$ cat config.mk
export PLATFORM = sky130hd
export DESIGN_NAME = tsg_period_cnt
export DESIGN_NICKNAME = d
export VERILOG_FILES = /design/src/rtl/tsg_pkg.sv /design/src/rtl/tsg_period_cnt.sv
export SDC_FILE = /design/constraint.sdc
export NUM_CORES = 1
export LEC_CHECK = 0
export CORE_UTILIZATION = 40
export CTS_CLUSTER_DIAMETER = 100
export DETAILED_ROUTE_END_ITERATION = 10
export HOLD_SLACK_MARGIN = 0.03
export PLACE_DENSITY = 0.78
export SYNTH_ARGS = -nofsm -noshare
export SYNTH_HDL_FRONTEND = slang
export SYNTH_SLANG_ARGS = --single-unit
$ cat constraint.sdc
create_clock -name clk -period 6.7 [get_ports clk]
set_input_delay 1.34 -clock clk [delete_from_list [all_inputs] [get_ports clk]]
set_output_delay 1.34 -clock clk [all_outputs]
set_load 0.01 [all_outputs]
$ cat src/rtl/tsg_pkg.sv
// Shared types and constants for the test signal generator.
package tsg_pkg;

  localparam int TSG_CNT_W   = 16;
  localparam int TSG_BURST_W = 8;
  localparam int MIN_PERIOD  = 2;

  typedef enum logic {
    IDLE,
    RUN
  } tsg_state_e;

  // Field widths follow the default CNT_W / BURST_W of the generator.
  typedef struct packed {
    logic [TSG_CNT_W-1:0]   period;
    logic [TSG_CNT_W-1:0]   high;
    logic [TSG_BURST_W-1:0] burst;
  } tsg_cfg_t;

endpackage

$ cat src/rtl/tsg_period_cnt.sv
// Modulo-P cycle counter with wrap strobe and look-ahead high-time compare.
module tsg_period_cnt
  import tsg_pkg::*;
#(
  parameter int CNT_W = TSG_CNT_W
) (
  input  logic             clk,
  input  logic             reset_n,
  input  logic             clear,
  input  logic             run,
  input  logic [CNT_W-1:0] period,
  input  logic [CNT_W-1:0] high_next,
  output logic             wrap,
  output logic             hit_next
);

  logic [CNT_W-1:0] cnt_reg;
  logic [CNT_W-1:0] cnt_next;
  logic [CNT_W-1:0] last;

  // hit_next is evaluated on the upcoming count so sig_out can be a plain register.
  always_comb begin
    last     = (period < CNT_W'(MIN_PERIOD)) ? CNT_W'(MIN_PERIOD - 1) : period - CNT_W'(1);
    wrap     = run && (cnt_reg == last);
    cnt_next = cnt_reg;
    if (clear || wrap) begin
      cnt_next = '0;
    end else if (run) begin
      cnt_next = cnt_reg + CNT_W'(1);
    end
    hit_next = cnt_next < high_next;
  end

  always_ff @(posedge clk or negedge reset_n) begin
    if (!reset_n) begin
      cnt_reg <= '0;
    end else begin
      cnt_reg <= cnt_next;
    end
  end

endmodule

==> flow_metrics.tcl <==
set metrics [dict create \
    internal_power_uw 194 \
    holdWs_ps 702 \
    timing_hold_violations_final 0 \
    drv_slew 0 \
    io_pins 38 \
    critPathSlowestCell "or4_4" \
    synth.most_common_cell "nor2_1" \
    tritoncts "done" \
    whs_path_depth 2 \
    layout_setup_ws_ps 96.3 \
    p_sw_share_pct 30.1 \
    final_area_um2 3350 \
    cpMostUsedCell "a21o_1" \
    worst_pin_slew_ps 706 \
    ys_seq_area_share_pct 18.1 \
    synth_seq_cells 16 \
    largest_register_ff_count 16 \
    final_util_pct 64.4 \
    gp_congestion 0.961 \
    hp-class "flop to flop" \
    p_clk_share_pct 26.3 \
    fin_tns_setup_ps 0 \
    synth-main-ff-cell "dfrtp_1" \
    finClkSkew_ps 4.28 \
    place_area_um2 3010 \
    p_sw_uw 83.5 \
    dieWidth_um 76.4 \
    reg2reg_depth 11 \
    grt_pass1_wl_um 11500 \
    firstDrtPassIters 4 \
    max_stage_delay_ps 520 \
    yosysTopAreaCell "dfrtp_1" \
    clk_pin_slew_ps 60 \
    wirelength_um 7240 \
    synth.avg_cell_area_um2 7.56 \
    combPwrFrac_pct 37.5 \
    vias_per_cell 5.66 \
    die-area_um2 5840 \
    max_cap_violations 0 \
    die_h_um 76.4 \
    cp.required_ps 5360 \
    dr_total_vias 2596 \
    async_flop_share_pct 100 \
    setup_viol 0 \
    rr_startpoint "cnt_reg[9]$_DFF_PN0_" \
    crit_path_end_kind "output port" \
    core_um2 5200 \
    min_from "cnt_reg[14]$_DFF_PN0_" \
    synth_edf_count 0 \
    hold_end "cnt_reg[14]$_DFF_PN0_" \
    period_needed_ps 6600 \
    cp_max_fo 4 \
    worstSetupPathType "input pin to output port" \
    p_seq_share_pct 36.3 \
    cts_hold_buf 0 \
    clockRootBuffer "clkbuf_8" \
    cts.sink_count 16 \
    synthTopCellsByArea "dfrtp_1 (18%), ha_1 (9.6%), nor2_1 (5.4%)" \
    outcome "complete, no violations" \
    route.detailed.drc 0 \
    port_buffers 37 \
    crit_arrival_ps 5260 \
    postRouteAntennaNets 0 \
    power.static_leakage_nw 1.52 \
    final_nets 444 \
    synth_commonest_cells "nor2_1 (32), inv_1 (26), nand2_1 (25)" \
    grt_pass1_vias 2548 \
    cts_buffer_depth 2 \
    initial_core_util_pct 42.5 \
    syn_inst 293 \
    dp_hpwl_um 5500 \
    rows 26 \
    yosysTopAreaCellShare_pct 18.1 \
    grt-ovfl-total 0 \
    grt_util_all_layers_pct 24.4 \
    grt_max_degree 17 \
    wl_per_cell_um 15.8 \
    r2r_setup_slack_ps 3960 \
    p_per_area_nw_per_um2 82.8 \
    r2r_end "cnt_reg[13]$_DFF_PN0_" \
    htreeDepth 1 \
    antenna_found_initial 0 \
    dp_worst_setup_slack_ps -804 \
    drive_gt1_share_pct 30.8 \
    drt_iter0_markers 165 \
    fmax_mhz 151 \
    slew_headroom_pct 52.8 \
    crit_chain "clkdlybuf4s15_1 > or4_4 > or2_4 > buf_4 > nor4b_2 > buf_4 > o22ai_1 > or3b_4 > o31ai_4 > nor2_2 > ha_1 > a21o_1 > a21o_1 > a21o_1 > a21o_1 > a211oi_2 > o21a_1 > o31a_2 > buf_6" \
    ir_worst_vdd_mv 0.0839 \
    yosys_warnings 0 \
    fillers 476 \
    clock_latency_ps 250 \
    yosysUniqueCellTypes 60 \
    syn-cell-area_um2 2210 \
    syn-num-nets 346 \
    area_delta_synth_final_pct 51.4 \
    min_period_over_period_pct 98.6 \
    cp-start-kind "input pin" \
    diodes 0 \
    cts_buffers 3 \
]
-- cells in the final DEF, fill, tap and decap left out, types with 3 or more instances in the layout --
cell type / Yosys / layout
buf_4: 0 / 67
nor2_1: 32 / 28
inv_1: 26 / 26
nand2_1: 25 / 24
clkdlybuf4s50_1: 0 / 21
ha_1: 17 / 16
dfrtp_1: 16 / 16
nand4_1: 13 / 13
xnor2_1: 13 / 13
xor2_1: 13 / 13
o21ai_0: 11 / 11
a21o_1: 8 / 8
dlygate4sd2_1: 0 / 8
a21oi_1: 8 / 7
nor3_1: 6 / 6
nand3_1: 6 / 6
nor2b_1: 6 / 6
buf_6: 4 / 6
or4_4: 1 / 5
nor4_1: 7 / 4
o211ai_1: 4 / 4
dlymetal6s2s_1: 0 / 4
nor4_2: 2 / 3
nor3b_1: 3 / 3
mux2i_1: 4 / 3
and3_1: 3 / 3
nor2_2: 0 / 3
clkbuf_8: 0 / 3
-- kinds of logic (layout without fill, tap and decap cells) --
logic type | after synthesis | after routing | synth area share, %
fa+ha+maj | 17 | 17 | 9.60
simple gates | 125 | 125 | 30.3
flops | 16 | 16 | 18.1
xor+xnor | 26 | 26 | 10.3
mux | 5 | 5 | 2.32
compound gates | 61 | 61 | 20.7
buf+inv | 43 | 139 | 8.76
-- stage by stage --
| step | std cells | total power [mW] |
|---|---|---|
| final | 459 | 0.278 |
| after global routing | 459 | 0.291 |
| after global placement | 441 | 0.192 |
| after CTS | 455 | 0.271 |
| after floorplan | 293 | 0.141 |
| after detailed placement | 441 | 0.193 |
-- power groups by stage --
stage	Sequential (mW)	Combinational [mW]	Clock [mW]
final	0.101	0.104	0.0729
after global routing	0.101	0.113	0.0762
after CTS	0.101	0.0977	0.0724
after detailed placement	0.102	0.0910	0
after global placement	0.102	0.0895	0
after floorplan	0.101	0.0395	0
-- what timing repair did --
item / in CTS / in global routing
cloned: 0 / 1
pin swaps: 19 / 20
setup buffers: 11 / 3
resized for setup: 41 / 26
setup endpoints to repair: 1 / 1
-- layer usage --
metal / track usage (%) / wire (um) / vias up
li1: - / - / 1257
met3: 2.04 / 337 / 29
met4: 14.8 / 318 / 0
met2: 43.4 / 3680 / 89
met1: 28.1 / 2910 / 1221
met5: 0 / 0 / -
-- critical path: cells and delay by family --
| kind | cells | cell delay [ps] |
|---|---|---|
| AO/OA/AOI/OAI | 9 | 1480 |
| adder cells (fa/ha/maj) | 1 | 320 |
| AND/OR/NAND/NOR | 5 | 1530 |
| buffers and inverters | 4 | 560 |
-- how the worst max path moves through the flow --
stage / from / cells after the start / to / slack (ps)
4_1_cts: period[9] / 18 / hit_next / 4
2_1_floorplan: period[2] / 18 / hit_next / 210
3_5_place_dp: period[1] / 17 / hit_next / -800
3_3_place_gp: period[1] / 17 / hit_next / -840
6_report: period[15] / 19 / hit_next / 100
5_1_grt: period[15] / 19 / hit_next / -30
-- area by class of cell --
type | count | area (um2) | area share, %
Inverter | 26 | 97.6 | 2.91
Sequential cell | 16 | 400 | 11.9
Multi-Input combinational cell | 234 | 1800 | 53.5
Timing Repair Buffer | 110 | 931 | 27.8
Tap cell | 70 | 87.6 | 2.61
Clock buffer | 3 | 41.3 | 1.23
(Power assumes the default switching activity.)
